$ cat src/rtl/aes_pkg.sv
// Shared AES key-schedule definitions: sizes, Rcon table, FSM states and word type.
package aes_pkg;

    localparam int unsigned NK = 8;
    localparam int unsigned NR = 14;

    typedef logic [31:0] word_t;

    typedef enum logic [1:0] {
        StIdle,
        StLoad,
        StExpand,
        StFinish
    } state_t;

    // Index 0 is never used; i/8 runs 1..7 for AES-256.
    localparam logic [7:0] RCON [8] = '{8'h00, 8'h01, 8'h02, 8'h04,
                                        8'h08, 8'h10, 8'h20, 8'h40};

    function automatic word_t rot_word(input word_t w);
        return {w[23:0], w[31:24]};
    endfunction

endpackage

$ cat src/rtl/mod_sbox_word.sv
// SubWord: four parallel AES S-box lookups on a 32-bit word, purely combinational.
module mod_sbox_word
    import aes_pkg::*;
(
    input  logic [31:0] din,
    output logic [31:0] dout
);

    localparam logic [7:0] SBOX [256] = '{
        8'h63, 8'h7c, 8'h77, 8'h7b, 8'hf2, 8'h6b, 8'h6f, 8'hc5,
        8'h30, 8'h01, 8'h67, 8'h2b, 8'hfe, 8'hd7, 8'hab, 8'h76,
        8'hca, 8'h82, 8'hc9, 8'h7d, 8'hfa, 8'h59, 8'h47, 8'hf0,
        8'had, 8'hd4, 8'ha2, 8'haf, 8'h9c, 8'ha4, 8'h72, 8'hc0,
        8'hb7, 8'hfd, 8'h93, 8'h26, 8'h36, 8'h3f, 8'hf7, 8'hcc,
        8'h34, 8'ha5, 8'he5, 8'hf1, 8'h71, 8'hd8, 8'h31, 8'h15,
        8'h04, 8'hc7, 8'h23, 8'hc3, 8'h18, 8'h96, 8'h05, 8'h9a,
        8'h07, 8'h12, 8'h80, 8'he2, 8'heb, 8'h27, 8'hb2, 8'h75,
        8'h09, 8'h83, 8'h2c, 8'h1a, 8'h1b, 8'h6e, 8'h5a, 8'ha0,
        8'h52, 8'h3b, 8'hd6, 8'hb3, 8'h29, 8'he3, 8'h2f, 8'h84,
        8'h53, 8'hd1, 8'h00, 8'hed, 8'h20, 8'hfc, 8'hb1, 8'h5b,
        8'h6a, 8'hcb, 8'hbe, 8'h39, 8'h4a, 8'h4c, 8'h58, 8'hcf,
        8'hd0, 8'hef, 8'haa, 8'hfb, 8'h43, 8'h4d, 8'h33, 8'h85,
        8'h45, 8'hf9, 8'h02, 8'h7f, 8'h50, 8'h3c, 8'h9f, 8'ha8,
        8'h51, 8'ha3, 8'h40, 8'h8f, 8'h92, 8'h9d, 8'h38, 8'hf5,
        8'hbc, 8'hb6, 8'hda, 8'h21, 8'h10, 8'hff, 8'hf3, 8'hd2,
        8'hcd, 8'h0c, 8'h13, 8'hec, 8'h5f, 8'h97, 8'h44, 8'h17,
        8'hc4, 8'ha7, 8'h7e, 8'h3d, 8'h64, 8'h5d, 8'h19, 8'h73,
        8'h60, 8'h81, 8'h4f, 8'hdc, 8'h22, 8'h2a, 8'h90, 8'h88,
        8'h46, 8'hee, 8'hb8, 8'h14, 8'hde, 8'h5e, 8'h0b, 8'hdb,
        8'he0, 8'h32, 8'h3a, 8'h0a, 8'h49, 8'h06, 8'h24, 8'h5c,
        8'hc2, 8'hd3, 8'hac, 8'h62, 8'h91, 8'h95, 8'he4, 8'h79,
        8'he7, 8'hc8, 8'h37, 8'h6d, 8'h8d, 8'hd5, 8'h4e, 8'ha9,
        8'h6c, 8'h56, 8'hf4, 8'hea, 8'h65, 8'h7a, 8'hae, 8'h08,
        8'hba, 8'h78, 8'h25, 8'h2e, 8'h1c, 8'ha6, 8'hb4, 8'hc6,
        8'he8, 8'hdd, 8'h74, 8'h1f, 8'h4b, 8'hbd, 8'h8b, 8'h8a,
        8'h70, 8'h3e, 8'hb5, 8'h66, 8'h48, 8'h03, 8'hf6, 8'h0e,
        8'h61, 8'h35, 8'h57, 8'hb9, 8'h86, 8'hc1, 8'h1d, 8'h9e,
        8'he1, 8'hf8, 8'h98, 8'h11, 8'h69, 8'hd9, 8'h8e, 8'h94,
        8'h9b, 8'h1e, 8'h87, 8'he9, 8'hce, 8'h55, 8'h28, 8'hdf,
        8'h8c, 8'ha1, 8'h89, 8'h0d, 8'hbf, 8'he6, 8'h42, 8'h68,
        8'h41, 8'h99, 8'h2d, 8'h0f, 8'hb0, 8'h54, 8'hbb, 8'h16
    };

    always_comb begin
        dout = '0;
        for (int i = 0; i < 4; i++) begin
            dout[8*i +: 8] = SBOX[din[8*i +: 8]];
        end
    end

endmodule

$ cat src/rtl/mod_key_expansion.sv
// AES-256 key expansion, one word per cycle, streaming round keys to a key store.
// Define KEYEXP_REVERSE_EN to write round key k at address NR-k (decryption order).
module mod_key_expansion
    import aes_pkg::*;
#(
    parameter int unsigned NR     = 14,
    parameter int unsigned ADDR_W = 4,
    parameter int unsigned DATA_W = 128
) (
    input  logic              clk,
    input  logic              rst,
    input  logic              start,
    input  logic [255:0]      key,
    output logic              wr_en,
    output logic [ADDR_W-1:0] wr_addr,
    output logic [DATA_W-1:0] wr_data,
    output logic              busy,
    output logic              done
);

    // The word counter doubles as the LOAD phase timer: 6, 7, then 8..59 in EXPAND.
    localparam logic [5:0] LOAD_CNT  = 6'(NK - 2);
    localparam logic [5:0] LAST_WORD = 6'(4 * (NR + 1) - 1);

    state_t            state_q, state_d;
    word_t             win_q [NK];
    word_t             win_d [NK];
    logic [5:0]        cnt_q, cnt_d;
    logic              wr_en_q, wr_en_d;
    logic [ADDR_W-1:0] wr_addr_q, wr_addr_d;
    logic [DATA_W-1:0] wr_data_q, wr_data_d;
    logic              done_q, done_d;

    word_t sub_in, sub_out, temp, new_word;

    function automatic logic [ADDR_W-1:0] key_addr(input logic [3:0] k);
`ifdef KEYEXP_REVERSE_EN
        return ADDR_W'(NR - 32'(k));
`else
        return ADDR_W'(k);
`endif
    endfunction

    mod_sbox_word u_sbox (
        .din  (sub_in),
        .dout (sub_out)
    );

    always_comb begin
        sub_in = (cnt_q[2:0] == 3'd0) ? rot_word(win_q[NK-1]) : win_q[NK-1];
        temp   = win_q[NK-1];
        if (cnt_q[2:0] == 3'd0) begin
            temp = sub_out ^ {RCON[cnt_q[5:3]], 24'h000000};
        end else if (cnt_q[2:0] == 3'd4) begin
            temp = sub_out;
        end
        new_word = win_q[0] ^ temp;
    end

    always_comb begin
        state_d   = state_q;
        win_d     = win_q;
        cnt_d     = cnt_q;
        wr_en_d   = 1'b0;
        wr_addr_d = wr_addr_q;
        wr_data_d = wr_data_q;
        done_d    = 1'b0;
        unique case (state_q)
            StIdle: begin
                if (start) begin
                    state_d = StLoad;
                    for (int j = 0; j < NK; j++) begin
                        win_d[j] = key[255-32*j -: 32];
                    end
                    cnt_d     = LOAD_CNT;
                    wr_en_d   = 1'b1;
                    wr_addr_d = key_addr(4'd0);
                    wr_data_d = key[255:128];
                end
            end
            StLoad: begin
                cnt_d = cnt_q + 6'd1;
                if (cnt_q == LOAD_CNT) begin
                    wr_en_d   = 1'b1;
                    wr_addr_d = key_addr(4'd1);
                    wr_data_d = {win_q[4], win_q[5], win_q[6], win_q[7]};
                end else begin
                    state_d = StExpand;
                end
            end
            StExpand: begin
                for (int j = 0; j < NK - 1; j++) begin
                    win_d[j] = win_q[j+1];
                end
                win_d[NK-1] = new_word;
                cnt_d       = cnt_q + 6'd1;
                // Last word of a round key: the three before it are still in the window.
                if (cnt_q[1:0] == 2'd3) begin
                    wr_en_d   = 1'b1;
                    wr_addr_d = key_addr(cnt_q[5:2]);
                    wr_data_d = {win_q[5], win_q[6], win_q[7], new_word};
                end
                if (cnt_q == LAST_WORD) begin
                    state_d = StFinish;
                end
            end
            StFinish: begin
                state_d = StIdle;
                done_d  = 1'b1;
            end
            default: state_d = StIdle;
        endcase
    end

    always_ff @(posedge clk) begin
        if (rst) begin
            state_q   <= StIdle;
            for (int j = 0; j < NK; j++) begin
                win_q[j] <= '0;
            end
            cnt_q     <= '0;
            wr_en_q   <= 1'b0;
            wr_addr_q <= '0;
            wr_data_q <= '0;
            done_q    <= 1'b0;
        end else begin
            state_q   <= state_d;
            win_q     <= win_d;
            cnt_q     <= cnt_d;
            wr_en_q   <= wr_en_d;
            wr_addr_q <= wr_addr_d;
            wr_data_q <= wr_data_d;
            done_q    <= done_d;
        end
    end

    assign wr_en   = wr_en_q;
    assign wr_addr = wr_addr_q;
    assign wr_data = wr_data_q;
    assign busy    = (state_q != StIdle);
    assign done    = done_q;

endmodule

$ cat config.mk
export PLATFORM = sky130hd
export DESIGN_NAME = mod_key_expansion
export DESIGN_NICKNAME = d
export VERILOG_FILES = /design/src/rtl/aes_pkg.sv /design/src/rtl/mod_sbox_word.sv /design/src/rtl/mod_key_expansion.sv
export SDC_FILE = /design/constraint.sdc
export NUM_CORES = 2
export LEC_CHECK = 0
export ABC_AREA = 1
export ABC_CLOCK_PERIOD_IN_PS = 11400
export BUFFER_PORTS_ARGS = -buffer_cell sky130_fd_sc_hd__clkbuf_2
export CORE_UTILIZATION = 40
export DETAILED_ROUTE_END_ITERATION = 6
export SLEW_MARGIN = 20
export SYNTH_ARGS = -nofsm -noshare
export SYNTH_HDL_FRONTEND = slang
export SYNTH_HIERARCHICAL = 1
export SYNTH_SLANG_ARGS = --single-unit
$ cat constraint.sdc
create_clock -name clk -period 11.4 [get_ports clk]
set_clock_uncertainty 0.1 [all_clocks]
set_input_delay 2.28 -clock clk [delete_from_list [all_inputs] [get_ports clk]]
set_output_delay 2.28 -clock clk [all_outputs]
set_load 0.02 [all_outputs]
==> metrics.md <==
| Metric | Value |
|---|---|
| Outcome | `finished with violations` |
| Violated checks | `design-rule violations` |
| Crit path launch type | `flop` |
| #FFs+latches synth | `398` |
| Vias per inst | `6.13` |
| Final Slew Violations | `0` |
| CP bufs+invs | `8` |
| Final hold vios | `0` |
| CTS buffer count | `43` |
| Design Area, Final | `0.0341 sq mm` |
| Largest stage delay, worst path | `0.63 ns` |
| Top Family by Delay on Critical Path | `buffers and inverters` |
| Leading post-synthesis cells by cell area | `dfxtp_1 26%, nand2_1 20%, nand3_1 12%` |
| Max Cap Viol | `0` |
| Final Cycle Share | `54.0%` |
| Crit-path slowest cell | `buf_4` |
| Unrepaired setup endpoints after global routing | `false` |
| Tightest Hold Check Type | `reg2reg` |
| Nets | `5,645` |
| Synthesis-to-finish area growth | `11.0%` |
| Ys flop type | `dfxtp_1` |
| Worst-Margin Slew | `1.18 ns` |
| Critical Path Source | `cnt_q[0]$_SDFFE_PP0P_` |
| I/O Buffers | `393` |
| Yosys cell types | `40` |
| Vias in the first global route | `34,673` |
| Gr ovfl total | `0` |
| Synth Cell Area | `0.0307 sq mm` |
| Max_slew headroom | `21.0%` |
| Share of the synthesized area in the top cell type | `25.9%` |
| Ys async rst share | `0%` |
| CP Class | `reg2reg` |
| RR Startpoint | `cnt_q[0]$_SDFFE_PP0P_` |
| CP Max Fanout | `53` |
| Post-CTS Setup Repair Bufs | `0` |
| DRT antenna net count | `0` |
| Fmax | `0.162 GHz` |
| Die Ht | `279 um` |
| Sequential area share after synthesis | `25.9%` |
| Routability cong. | `1.09` |
| Clk sinks | `398` |
| Post-Syn Instances | `5,240` |
| WL/cell | `24.8 um` |
| CTS Buffer Depth | `3` |
| Arrival @ worst endpoint | `6.52 ns` |
| Routed WL | `158 mm` |
| Syn_nets | `5,567` |
| Tmin final | `6.16 ns` |
| Root buffer cell | `clkbuf_16` |
| DP HPWL | `112 mm` |
| CTS tree | `yes` |
| Setup TNS Final | `0 ns` |
| CORE AREA | `0.0759 sq mm` |
| Hold Path Origin | `win_q[223]$_SDFFE_PP0P_` |
| Width of the die | `279 um` |
| EDFF count, synth | `0` |
| CTS resizes | `0` |
| Count leader, synth | `nand2_1` |
| DRC Markers | `11` |
| Syn Area/Cell | `5.87 sq um` |
| Fillers | `8,382` |
| Full die area | `0.0780 sq mm` |
| Clock Latency Late Sink | `0.60 ns` |
| Worst EP required | `11.76 ns` |
| DP Worst Slack | `5.41 ns` |
| I/O pins | `394` |
| Area after DPL | `0.0327 sq mm` |
| Antenna violations before repair | `10` |
| Kind of end point of the critical path | `flop` |
| First-pass GRT wire length | `231 mm` |
| CTS clk-pin slew, worst paths | `0.07 ns` |
| Ys Warns | `6` |
| Hold_buf cts | `0` |
| Initial Utilization | `40.5%` |
| Vias | `39,100` |
| Commonest cells in the netlist | `1,631 x nand2_1, 747 x nand3_1, 606 x o21ai_0` |
| Pin count of the biggest net entering global routing | `228` |
| H-tree Lvls | `2` |
| Fraction of layout instances using a drive strength above 1 | `11.5%` |
| Final worst slack | `5.24 ns` |
| CP dominant cell by count | `nand2_1` |
| Pre-antenna DRT Iters | `7` |
| Rows | `101` |
| GRT Util Overall | `38.8%` |
| Iter 0 DRT Violations | `6,434` |
| Finish-stage setup viols | `0` |
| Area leader, netlist | `dfxtp_1` |
==> final cells by class <==
type                            instances  area [sq um]  share of cell area [%]
Multi-Input combinational cell       4115         19800                    58.2
Inverter                              303          1170                    3.43
Timing Repair Buffer                  457          2460                    7.21
Clock buffer                           59          1180                    3.45
Sequential cell                       398          7970                    23.3
Antenna cell                            5          12.5                  0.0367
Tap cell                             1030          1290                    3.78
Clock inverter                         15           204                   0.598
==> worst paths after layout <==
| path | to | depth (start not counted) | slack [ns] |
|---|---|---|---|
| worst min-delay path | win_q[255]$_SDFFE_PP0P_ | 2 | 0.34 |
| worst max-delay path | wr_data[18]$_SDFFE_PP0P_ | 27 | 5.24 |
| worst max register to register | wr_data[18]$_SDFFE_PP0P_ | 27 | 5.24 |
| worst min register to register | win_q[255]$_SDFFE_PP0P_ | 2 | 0.34 |
==> placed cells by master (no fill, tap or decap), drive strengths merged <==
master and count:
a31oi 233, a21oi 314, nor2 220, o21ai 664, clkbuf 452, o22ai 97
clkinvlp 1, inv 295, a221oi 26, ha 68, nand3b 4, diode 5
a211oi 2, bufinv 3, o21a 2, clkinv 19, dfxtp 398, nor3 10
a21o 1, and3 1, nand3 747, o31ai 2, or2 14, nand2 1643
buf 64, nand4 40, nor3b 2, o211ai 25
==> flip-flops by register name, indices dropped and copies added (netlist names) <==
name     flops
cnt_q        6
done         1
state_q      2
win_q      256
wr_addr      4
wr_data    128
wr_en        1
==> metal layers <==
layer	part of all wire [%]	track usage [%]	wire length, um
met1	43	55.7	67400
met2	42	56.7	65900
met3	11	7.32	18000
met4	4.2	14.6	6640
met5	0.045	0	71
==> cells by family after synthesis <==
family	count (synthesis)	share of synthesized area, %
flip-flops	398	25.9
buffers and inverters	727	10.1
AO/OA/AOI/OAI	1366	24.7
adder cells (fa/ha/maj)	68	2.77
AND/OR/NAND/NOR	2681	36.5
==> worst reg2reg max path: cells and delay by family, from the launching register on <==
kind	cells	cell delay [ns]
buf+inv	8	2.30
simple gates	12	1.99
compound gates	5	0.75
fa+ha+maj	2	0.58
flops	1	0.33
==> through the flow <==
step	instances	hold slack, ns	util (%)
finish	6382	0.344	44.9
global route	6378	0.383	44.9
CTS	6377	0.345	44.9
detailed placement	6303	0.361	43.1
global placement	6303	0.357	43.1
floorplan	5240	0.345	-
Power is left out: the tool's default activity adds up to more than one toggle a clock period on the data nets, which glitch-free logic cannot reach.
